[src/rtl/mealy_mac_decoder.sv]
// Receive-side decoder for the 4-state serial Mealy encoder: recovers one bit per legal
// symbol, flags illegal symbols and packs recovered bits LSB-first into WORD_W-bit words.
module mealy_mac_decoder #(
  parameter int unsigned WORD_W = 8
) (
  input  logic              clk,
  input  logic              reset,
  input  logic              sym_valid_i,
  input  logic [1:0]        sym_in_i,
  input  logic              clear_err_i,
  output logic              bit_valid_o,
  output logic              bit_out_o,
  output logic              word_valid_o,
  output logic [WORD_W-1:0] word_out_o,
  output logic              err_pulse_o,
  output logic              err_flag_o
);

  localparam int unsigned CntW = (WORD_W > 1) ? $clog2(WORD_W) : 1;

  typedef enum logic [1:0] {StS0, StS1, StS2, StS3} state_e;

  state_e            state_q, state_d;
  logic [CntW-1:0]   cnt_q, cnt_d;
  logic [WORD_W-1:0] shift_q, shift_d;
  logic [WORD_W-1:0] word_q, word_d;
  logic              bit_valid_q, bit_valid_d;
  logic              bit_q, bit_d;
  logic              word_valid_q, word_valid_d;
  logic              err_pulse_q, err_pulse_d;
  logic              err_flag_q, err_flag_d;

  logic              legal;
  logic              dec_bit;
  state_e            dec_state;

  // Symbol decode for the current tracked state; anything not listed is illegal.
  always_comb begin
    legal     = 1'b0;
    dec_bit   = 1'b0;
    dec_state = StS0;
    unique case (state_q)
      StS0: begin
        case (sym_in_i)
          2'b00:   begin legal = 1'b1; dec_bit = 1'b1; dec_state = StS1; end
          2'b10:   begin legal = 1'b1; dec_bit = 1'b0; dec_state = StS1; end
          default: ;
        endcase
      end
      StS1: begin
        case (sym_in_i)
          2'b01:   begin legal = 1'b1; dec_bit = 1'b1; dec_state = StS2; end
          2'b00:   begin legal = 1'b1; dec_bit = 1'b0; dec_state = StS1; end
          default: ;
        endcase
      end
      StS2: begin
        case (sym_in_i)
          2'b10:   begin legal = 1'b1; dec_bit = 1'b1; dec_state = StS3; end
          2'b01:   begin legal = 1'b1; dec_bit = 1'b0; dec_state = StS1; end
          default: ;
        endcase
      end
      StS3: begin
        case (sym_in_i)
          2'b11:   begin legal = 1'b1; dec_bit = 1'b1; dec_state = StS2; end
          2'b00:   begin legal = 1'b1; dec_bit = 1'b0; dec_state = StS3; end
          default: ;
        endcase
      end
      default: ;
    endcase
  end

  always_comb begin
    state_d      = state_q;
    cnt_d        = cnt_q;
    shift_d      = shift_q;
    word_d       = word_q;
    bit_valid_d  = 1'b0;
    bit_d        = bit_q;
    word_valid_d = 1'b0;
    err_pulse_d  = 1'b0;
    // A clear in the same cycle as an illegal symbol is overridden below.
    err_flag_d   = err_flag_q & ~clear_err_i;
    if (sym_valid_i) begin
      if (legal) begin
        state_d          = dec_state;
        bit_valid_d      = 1'b1;
        bit_d            = dec_bit;
        shift_d[cnt_q]   = dec_bit;
        if (cnt_q == CntW'(WORD_W - 1)) begin
          word_d       = shift_d;
          word_valid_d = 1'b1;
          cnt_d        = '0;
          shift_d      = '0;
        end else begin
          cnt_d = cnt_q + CntW'(1);
        end
      end else begin
        state_d     = StS0;
        cnt_d       = '0;
        shift_d     = '0;
        err_pulse_d = 1'b1;
        err_flag_d  = 1'b1;
      end
    end
  end

  always_ff @(posedge clk) begin
    if (reset) begin
      state_q      <= StS0;
      cnt_q        <= '0;
      shift_q      <= '0;
      word_q       <= '0;
      bit_valid_q  <= 1'b0;
      bit_q        <= 1'b0;
      word_valid_q <= 1'b0;
      err_pulse_q  <= 1'b0;
      err_flag_q   <= 1'b0;
    end else begin
      state_q      <= state_d;
      cnt_q        <= cnt_d;
      shift_q      <= shift_d;
      word_q       <= word_d;
      bit_valid_q  <= bit_valid_d;
      bit_q        <= bit_d;
      word_valid_q <= word_valid_d;
      err_pulse_q  <= err_pulse_d;
      err_flag_q   <= err_flag_d;
    end
  end

  assign bit_valid_o  = bit_valid_q;
  assign bit_out_o    = bit_q;
  assign word_valid_o = word_valid_q;
  assign word_out_o   = word_q;
  assign err_pulse_o  = err_pulse_q;
  assign err_flag_o   = err_flag_q;

endmodule

[config.mk]
export PLATFORM = sky130hd
export DESIGN_NAME = mealy_mac_decoder
export DESIGN_NICKNAME = d
export VERILOG_FILES = /design/src/rtl/mealy_mac_decoder.sv
export SDC_FILE = /design/constraint.sdc
export NUM_CORES = 1
export LEC_CHECK = 0
export BUFFER_PORTS_ARGS = -buffer_cell sky130_fd_sc_hd__buf_4
export CAP_MARGIN = 30
export CELL_PAD_IN_SITES_DETAIL_PLACEMENT = 0
export CELL_PAD_IN_SITES_GLOBAL_PLACEMENT = 1
export CORE_MARGIN = 2
export CORE_UTILIZATION = 44
export CTS_BUF_LIST = sky130_fd_sc_hd__clkbuf_2 sky130_fd_sc_hd__clkbuf_4 sky130_fd_sc_hd__clkbuf_8
export CTS_CLUSTER_SIZE = 20
export DETAILED_ROUTE_END_ITERATION = 7
export PLACE_DENSITY = 0.91
export SLEW_MARGIN = 20
export SYNTH_ARGS = -nofsm -noshare
export SYNTH_HDL_FRONTEND = slang
export SYNTH_SLANG_ARGS = --single-unit
[constraint.sdc]
create_clock -name clk -period 2.1 [get_ports clk]
set_input_delay 0.315 -clock clk [delete_from_list [all_inputs] [get_ports clk]]
set_output_delay 0.315 -clock clk [all_outputs]
set_load 0.02 [all_outputs]
# After elaboration in Yosys (flattened, before gate mapping)
# Index checks and enable logic that the tools add are counted.
[classes]
add_sub_neg = 1
magnitude_cmp = 2
eq_ne = 7
mux = 28
bitwise = 4
n_reduce_logical = 11
[ops]
columns = ["op", "count"]
rows = [
  ["$mux 8", 2],
  ["$mux 1", 15],
  ["$pmux 2 s2", 3],
  ["$reduce_or 2->1", 5],
  ["$bwmux 8", 1],
  ["$eq 2x2->1 const B", 4],
  ["$pmux 1 s4", 2],
  ["$pmux 2 s4", 1],
  ["$mux 3", 2],
  ["$eq 2x1->1 const B", 2],
  ["$logic_not 2->1", 2],
  ["$lt 3x4->1 const B", 1],
  ["$add 3x1->3 const B", 1],
  ["$demux 1 s3", 1],
  ["$eq 3x3->1 const B", 1],
  ["$ge 3x1->1 const B", 1],
  ["$not 1->1", 3],
  ["$reduce_and 3->1", 1],
  ["$reduce_or 3->1", 1],
  ["$mux 2", 1],
  ["$reduce_and 2->1", 1],
  ["$and 1x1->1", 1],
  ["$logic_and 1x1->1", 1],
]
[word_totals]
ff_bits = 26
output_inout_bits = 13

# Logic depth before layout (Yosys ltp)
# Gate-level depths: netlist of run 1.
[logic_depth]
depth_word = 7
ltp_mapped = 7
ltp_nobuf = 6

# Worst setup path after synthesis of run 1
# Ideal clock, no wire load.
[synth_path]
path_type = "input to register"
start = "input sym_in_i[0]"
end = "register shift_q[4]"
setup_time_ns = 0.067
t_arrival_ns = 1.777
setup_slack_ns = 0.255
stages = 7
n_path_buf = 1
cell_sequence = "inv_1 ha_1 a21bo_2 o32a_2 or4_4 buf_6 o21ai_2"
[synth_between]
elab_chain_cells = 6
elab_cells_between_ends = 21
cone_classes = "3 x eq/ne; 13 x mux; 5 x reduce/logical"
[synth_rtl]
columns = ["item", "line", "text"]
rows = [
  ["start: declaration", "9", "input logic [1:0] sym_in_i,"],
  ["$eq 2x2->1 (tied with other cells)", "65", "case (sym_in_i)"],
  ["$mux 1, on equally long branches", "--", ""],
  ["$pmux 1 s4", "42", "unique case (state_q)"],
  ["$bwmux 8", "91", "shift_d[cnt_q] = dec_bit;"],
  ["$mux 8", "92", "if (cnt_q == CntW'(WORD_W - 1)) begin"],
  ["$mux 8 *", "87", "if (legal) begin"],
  ["end signal: assignment", "124", "shift_q <= shift_d;"],
  ["end: declaration", "25", "logic [WORD_W-1:0] shift_q, shift_d;"],
]
# Mark *: on every way between the ends. The rest lies on a longest branch, timed or not.
# A chain may end at the register's enable or synchronous reset.

# Worst setup path in the final report of run 1
[layout_path]
start = "register state_q[1]"
end = "register shift_q[5]"
[layout_between]
elab_chain_cells = 5
elab_cells_between_ends = 9
cone_classes = "3 x eq/ne; 5 x mux; 1 x reduce/logical"
[layout_rtl]
columns = ["item", "line", "text"]
rows = [
  ["start: declaration", "23", "state_e state_q, state_d;"],
  ["start signal: assignment", "112", "state_q <= StS0;"],
  ["start signal: assignment", "122", "state_q <= state_d;"],
  ["$eq 2x2->1 (tied with other cells)", "42", ""],
  ["$pmux 1 s4", "42", ""],
  ["$bwmux 8", "91", ""],
  ["$mux 8", "92", ""],
  ["$mux 8 *", "87", ""],
]
# Marks and branches as above.

==> results.json, run 1 <==
{
  "status": "completed",
  "syn_area_sq_um": 1300,
  "finalHoldViolations": 0,
  "first_pass_iters": 4,
  "yosys_warnings": 0,
  "die_y_microns": 58.3,
  "reg2reg_from": "state_q[1]",
  "routabilityCongestion": 0.772,
  "setup_tns_ns": 0,
  "core.rowCount": 19,
  "ys_seq_elements": 26,
  "drt-initial-drc-count": 53,
  "place_hpwl_microns": 1920,
  "whs_path_depth": 3,
  "hp-class": "primary input to register",
  "worstPathRequired_ns": 2.37,
  "cp_max_fo": 9,
  "vias": 1075,
  "reg2reg_slack_ns": 0.27,
  "grt_overflow": 0,
  "clock_latency_ns": 0.32,
  "core_sq_um": 2780,
  "syn_to_final_growth_pct": 13.8,
  "grt_pass1_vias": 939,
  "synth_flop_cell": "dfxtp_1",
  "place_area_sq_um": 1420,
  "p_total_uw": 984,
  "start_util_pct": 46.6,
  "ir_drop_uv": 481,
  "diodes": 0,
  "path_class": "register to register",
  "reg2reg_depth": 4,
  "cts_tree": "done",
  "viasPerCell": 5.72,
  "dp_slack_ns": 0.0786,
  "syn_area_per_cell_sq_um": 9.06,
  "finalInstanceArea_sq_um": 1480,
  "wl_per_cell_microns": 13.5,
  "synth_nets": 155,
  "io_pins": 19,
  "fin_util_pct": 53.0,
  "maxCapViolCount": 0,
  "finalCritPeriodShare_pct": 87.3,
  "met1_usage_pct": 23.0,
  "synth_edf_count": 0,
  "syn_inst": 143,
  "antenna_found_initial": 0,
  "wl_microns": 2540,
  "fill_cells": 265,
  "setup-violations-final": 0,
  "grt_pass1_wl_microns": 4360,
  "cts.sinks": 26,
  "drc": 0,
  "setup_ws_ns": 0.266,
  "post_cts_resized": 0,
  "maxSlewHeadroom_pct": 70.7,
  "fin_nets": 170,
  "synth_cell_types": 39,
  "finClkSkew_ns": 0.00810,
  "grt_max_degree": 16,
  "gr-usage-met3_pct": 3.79,
  "min_period_ns": 1.83,
  "hold_start": "clear_err_i",
  "register_area_sq_um": 520,
  "async_reset_ff_share_pct": 0,
  "endpoint_kind": "register",
  "grt.busiest_layer": "met2",
  "postRouteAntennaNets": 0,
  "final-max-slew-violation-count": 0,
  "arrival_ns": 2.11,
  "r2r-end": "shift_q[5]",
  "p_leak_uw": 0.000565,
  "cts_max_level": 1,
  "cts_inserted_buffers": 3,
  "use_met2_pct": 25.0,
  "worst_pin_slew_ns": 0.439,
  "drive_gt1_share_pct": 27.4,
  "postCtsSetupBuffers": 0,
  "io_buffers": 18,
  "cts_root_buffer": "clkbuf_4",
  "cts.clk_slew.worst_paths_ns": 0.14,
  "dieArea_sq_um": 3400,
  "hold-path-endpoint": "err_flag_o",
  "clockBufferDepth": 2,
  "track_usage_pct": 16.4,
  "ys_seq_area_share_pct": 40.2,
  "power_density_nw_per_um2": 667,
  "multiInputGateArea_sq_um": 687,
  "die_w_microns": 58.3,
  "start_kind": "register",
  "fmax_mhz": 545,
  "rsz0062_at_grt": "false",
  "ctsHoldBuffers": 0
}
-- kinds of logic after synthesis --
kind of cell    after synthesis  share of synthesized area [%]
compound gates               50                           27.9
fa+ha+maj                     6                           5.79
buf+inv                      16                           6.85
flops                        26                           40.2
mux                           2                           1.54
simple gates                 43                           17.8
-- worst max-delay path, stage by stage (launching register included) --
cell and delay (ns):
dfxtp_1 0.53, nor3_1 0.13, o32a_2 0.42, or4_4 0.54
o21ai_2 0.16
-- stage by stage --
step / instances / hold slack [ns]
2_1_floorplan: 143 / 0.388
3_3_place_gp: 184 / 0.437
3_5_place_dp: 184 / 0.443
4_1_cts: 188 / 0.241
5_1_grt: 188 / 0.232
6_report: 188 / 0.247
-- synthesized netlist by cell type, types with 2 or more instances --
| master | count | area (sq um) |
|---|---|---|
| o22ai_1 | 2 | 12.5 |
| a32oi_1 | 2 | 17.5 |
| a21oi_1 | 15 | 75.1 |
| buf_4 | 2 | 15.0 |
| a22o_1 | 2 | 17.5 |
| and2_1 | 2 | 12.5 |
| clkbuf_1 | 5 | 18.8 |
| nand2b_1 | 6 | 37.5 |
| dfxtp_1 | 26 | 521 |
| nand2_1 | 16 | 60.1 |
| nor3_1 | 2 | 10.0 |
| mux2i_1 | 2 | 20.0 |
| inv_1 | 5 | 18.8 |
| o21ai_2 | 9 | 78.8 |
| a22oi_1 | 5 | 37.5 |
| nor2_1 | 6 | 22.5 |
| ha_1 | 6 | 75.1 |
| buf_6 | 2 | 22.5 |
| a211oi_1 | 8 | 60.1 |
-- layout make-up --
type | instances | share of cell area (%)
multi-input combinational | 101 | 46.6
timing repair buffer | 21 | 10.7
sequential | 26 | 35.3
clock buffer | 3 | 1.53
tap | 31 | 2.63
clock inverter | 1 | 2.04
inverter | 5 | 1.27
-- layer usage --
metal,up-vias,wire (microns)
met3,5,135
met5,-,0
li1,543,-
met4,0,32
met2,27,1130
met1,500,1240
-- cells in the final DEF (no fill, tap or decap) --
cell type	count
nand3b_1	1
a22oi_1	5
nand3_1	1
clkbuf_4	3
nand2b_1	6
ha_1	6
nor3_1	2
mux2i_1	2
nand2_1	16
or2_2	1
a21oi_1	15
nor2b_4	1
o32a_2	1
nor2b_1	1
a22o_2	1
a21bo_2	1
buf_4	21
o21ai_0	1
bufinv_16	1
a31o_2	1
nand4_1	1
dfxtp_1	26
or2b_2	1
and3_1	1
inv_1	5
o22ai_1	2
or4_4	1
o31a_1	1
a211oi_1	8
and2_1	2
or4_1	1
o32ai_1	1
and2b_2	1
a32oi_1	2
a22o_1	2
nor2_1	6
o21ai_2	9
-- worst max-delay path by stage --
stage / end / cells after the start / slack, ns / start
after floorplan: shift_q[4] / 7 / 0.26 / sym_in_i[0]
after CTS: shift_q[6] / 4 / 0.26 / state_q[1]
after global placement: shift_q[5] / 7 / 0.12 / sym_in_i[0]
after global routing: word_out_o[4] / 5 / 0.11 / state_q[0]
final: shift_q[5] / 4 / 0.27 / state_q[1]
after detailed placement: shift_q[6] / 7 / 0.08 / sym_in_i[0]
-- registers in the layout, indices dropped and copies added (netlist names) --
register and cells:
err_pulse_o 1, bit_out_o 1, state_q 2, shift_q 8, word_out_o 8, word_valid_o 1, err_flag_o 1, cnt_q 3
bit_valid_o 1
-- power by group --
group          internal (uW)  total, uW  leakage (uW)  switching, uW
combinational           51.5        122      0.000326           70.9
sequential               503        519      0.000210           15.2
clock                    193        343     0.0000279            150
total                    748        984      0.000565            236
(Power assumes the default switching activity.)
==> inputs of run 2 (changes only) <==
--- a/config.mk
+++ b/config.mk
@@ -14,6 +14,7 @@
 export CTS_BUF_LIST = sky130_fd_sc_hd__clkbuf_2 sky130_fd_sc_hd__clkbuf_4 sky130_fd_sc_hd__clkbuf_8
 export CTS_CLUSTER_SIZE = 20
 export DETAILED_ROUTE_END_ITERATION = 7
+export GPL_TIMING_DRIVEN = 0
 export PLACE_DENSITY = 0.91
 export SLEW_MARGIN = 20
 export SYNTH_ARGS = -nofsm -noshare
==> run 2 against run 1 <==
Compared with the run above: clock power about the same; clock skew down 0.0033 ns; cell count up 3.7%; maximum frequency down 1.6%; critical path type unchanged; critical endpoint is now word_out_o[0]; largest power group unchanged.
==> results.json, run 2 (synthesized netlist as in run 1, its figures left out) <==
{
  "path_class": "register to register",
  "final_cells": 195,
  "grt_pass1_vias": 1090,
  "p_leak_uw": 0.000588,
  "worst_pin_slew_ns": 0.567,
  "finalCritPeriodShare_pct": 88.8,
  "cts_max_level": 1,
  "grt_max_degree": 16,
  "maxSlewHeadroom_pct": 62.1,
  "hp-class": "primary input to register",
  "final-max-slew-violation-count": 0,
  "grt_pass1_wl_microns": 4750,
  "cts.clk_slew.worst_paths_ns": 0.14,
  "min_period_ns": 1.86,
  "start_kind": "register",
  "place_hpwl_microns": 2030,
  "final_cell_mix": "26 x dfxtp_1, 20 x buf_4, 16 x nand2_1, 15 x a21oi_1, 9 x o21ai_2",
  "antenna_found_initial": 0,
  "worstPathRequired_ns": 2.31,
  "start_util_pct": 46.6,
  "viasPerCell": 5.85,
  "p_total_uw": 992,
  "place_inst": 192,
  "arrival_ns": 2.07,
  "fill_cells": 261,
  "cp_max_fo": 9,
  "diodes": 0,
  "clock_latency_ns": 0.32,
  "wl_microns": 2820,
  "final_common_cell": "dfxtp_1",
  "cts_inserted_buffers": 3,
  "endpoint_kind": "register",
  "die_y_microns": 58.3,
  "track_usage_pct": 17.7,
  "cts_tree": "done",
  "io_pins": 19,
  "wl_per_cell_microns": 14.4,
  "register_area_sq_um": 520,
  "core_sq_um": 2780,
  "drive_gt1_share_pct": 27.4,
  "power_density_nw_per_um2": 653,
  "clockBufferDepth": 2,
  "rsz0062_at_grt": "false",
  "io_buffers": 18,
  "drc": 0,
  "ir_drop_uv": 579,
  "vias": 1141,
  "fin_nets": 177,
  "dieArea_sq_um": 3400,
  "grt_overflow": 0,
  "cts.sinks": 26,
  "finClkSkew_ns": 0.00485,
  "postRouteAntennaNets": 0,
  "maxCapViolCount": 0,
  "finalHoldViolations": 0,
  "fmax_mhz": 536,
  "routabilityCongestion": 0.787,
  "drt-initial-drc-count": 52,
  "status": "completed",
  "first_pass_iters": 4,
  "multiInputGateArea_sq_um": 687,
  "cts_root_buffer": "clkbuf_4",
  "core.rowCount": 19,
  "die_w_microns": 58.3,
  "syn_to_final_growth_pct": 17.2,
  "setup-violations-final": 0
}
-- run 2: cell types whose count changed in the layout (fill, tap and decap cells not counted), sizes merged --
| cell | previous run | this run |
|---|---|---|
| buf | 21 | 23 |
| clkbuf | 3 | 7 |
| dlygate4sd1 | 0 | 1 |
-- run 2: timing repair --
item,4_1_cts,5_1_grt
buffers inserted,0,0
setup endpoints to repair,0,8
hold buffers,0,0
resized for setup,0,0
endpoints found under the hold margin,0,0
-- run 2: layout make-up --
| type | count | share of cell area, % |
|---|---|---|
| well taps | 31 | 2.55 |
| clock buffers | 3 | 1.48 |
| clock inverters | 1 | 1.98 |
| repair buffers | 18 | 8.90 |
| flip-flops and latches | 26 | 34.3 |
| multi-input cells | 101 | 45.2 |
| plain buffers | 10 | 4.37 |
| inverters | 5 | 1.24 |
-- run 2: path summary, 6_finish.rpt --
check	start	to	cells after the start	slack (ns)
worst max-delay path	cnt_q[0]	word_out_o[0]	6	0.24
worst min-delay path	reset	word_out_o[7]	2	0.18
worst max register to register	cnt_q[0]	word_out_o[0]	6	0.24
worst min register to register	shift_q[7]	shift_q[7]	2	0.47
-- run 2: where the power goes --
part	internal, uW	total [uW]	switching [uW]
Clock	193	345	152
Sequential	504	510	6.45
Combinational	54.7	137	82.4
Total	751	992	241
-- run 2: metrics by stage --
step                      util (%)  setup TNS (ns)  worst slack (ns)  hold WS (ns)  cell area, sq um
after CTS                     54.7               0             0.124         0.173              1520
after detailed placement      52.9        -0.00209          -0.00209         0.443              1470
after global routing          54.6               0            0.0932         0.171              1520
after global placement        52.9               0            0.0753         0.436              1470
after floorplan                  -               0             0.255         0.388              1300
final                         54.6               0             0.235         0.183              1520
-- run 2: metal layers --
layer / vias to the layer above / share of wire (%) / track usage (%)
met2: 35 / 46 / 29.7
met5: - / 0 / 0
met1: 544 / 46 / 23.4
met3: 6 / 6.1 / 2.90
met4: 0 / 1.8 / 4.98
li1: 556 / - / -
-- run 2: critical path: stages (launching register included) --
cell      delay [ns]
dfxtp_1         0.44
ha_1            0.18
ha_1            0.22
and2_1          0.33
and2_1          0.17
clkbuf_1        0.28
a211oi_1        0.13
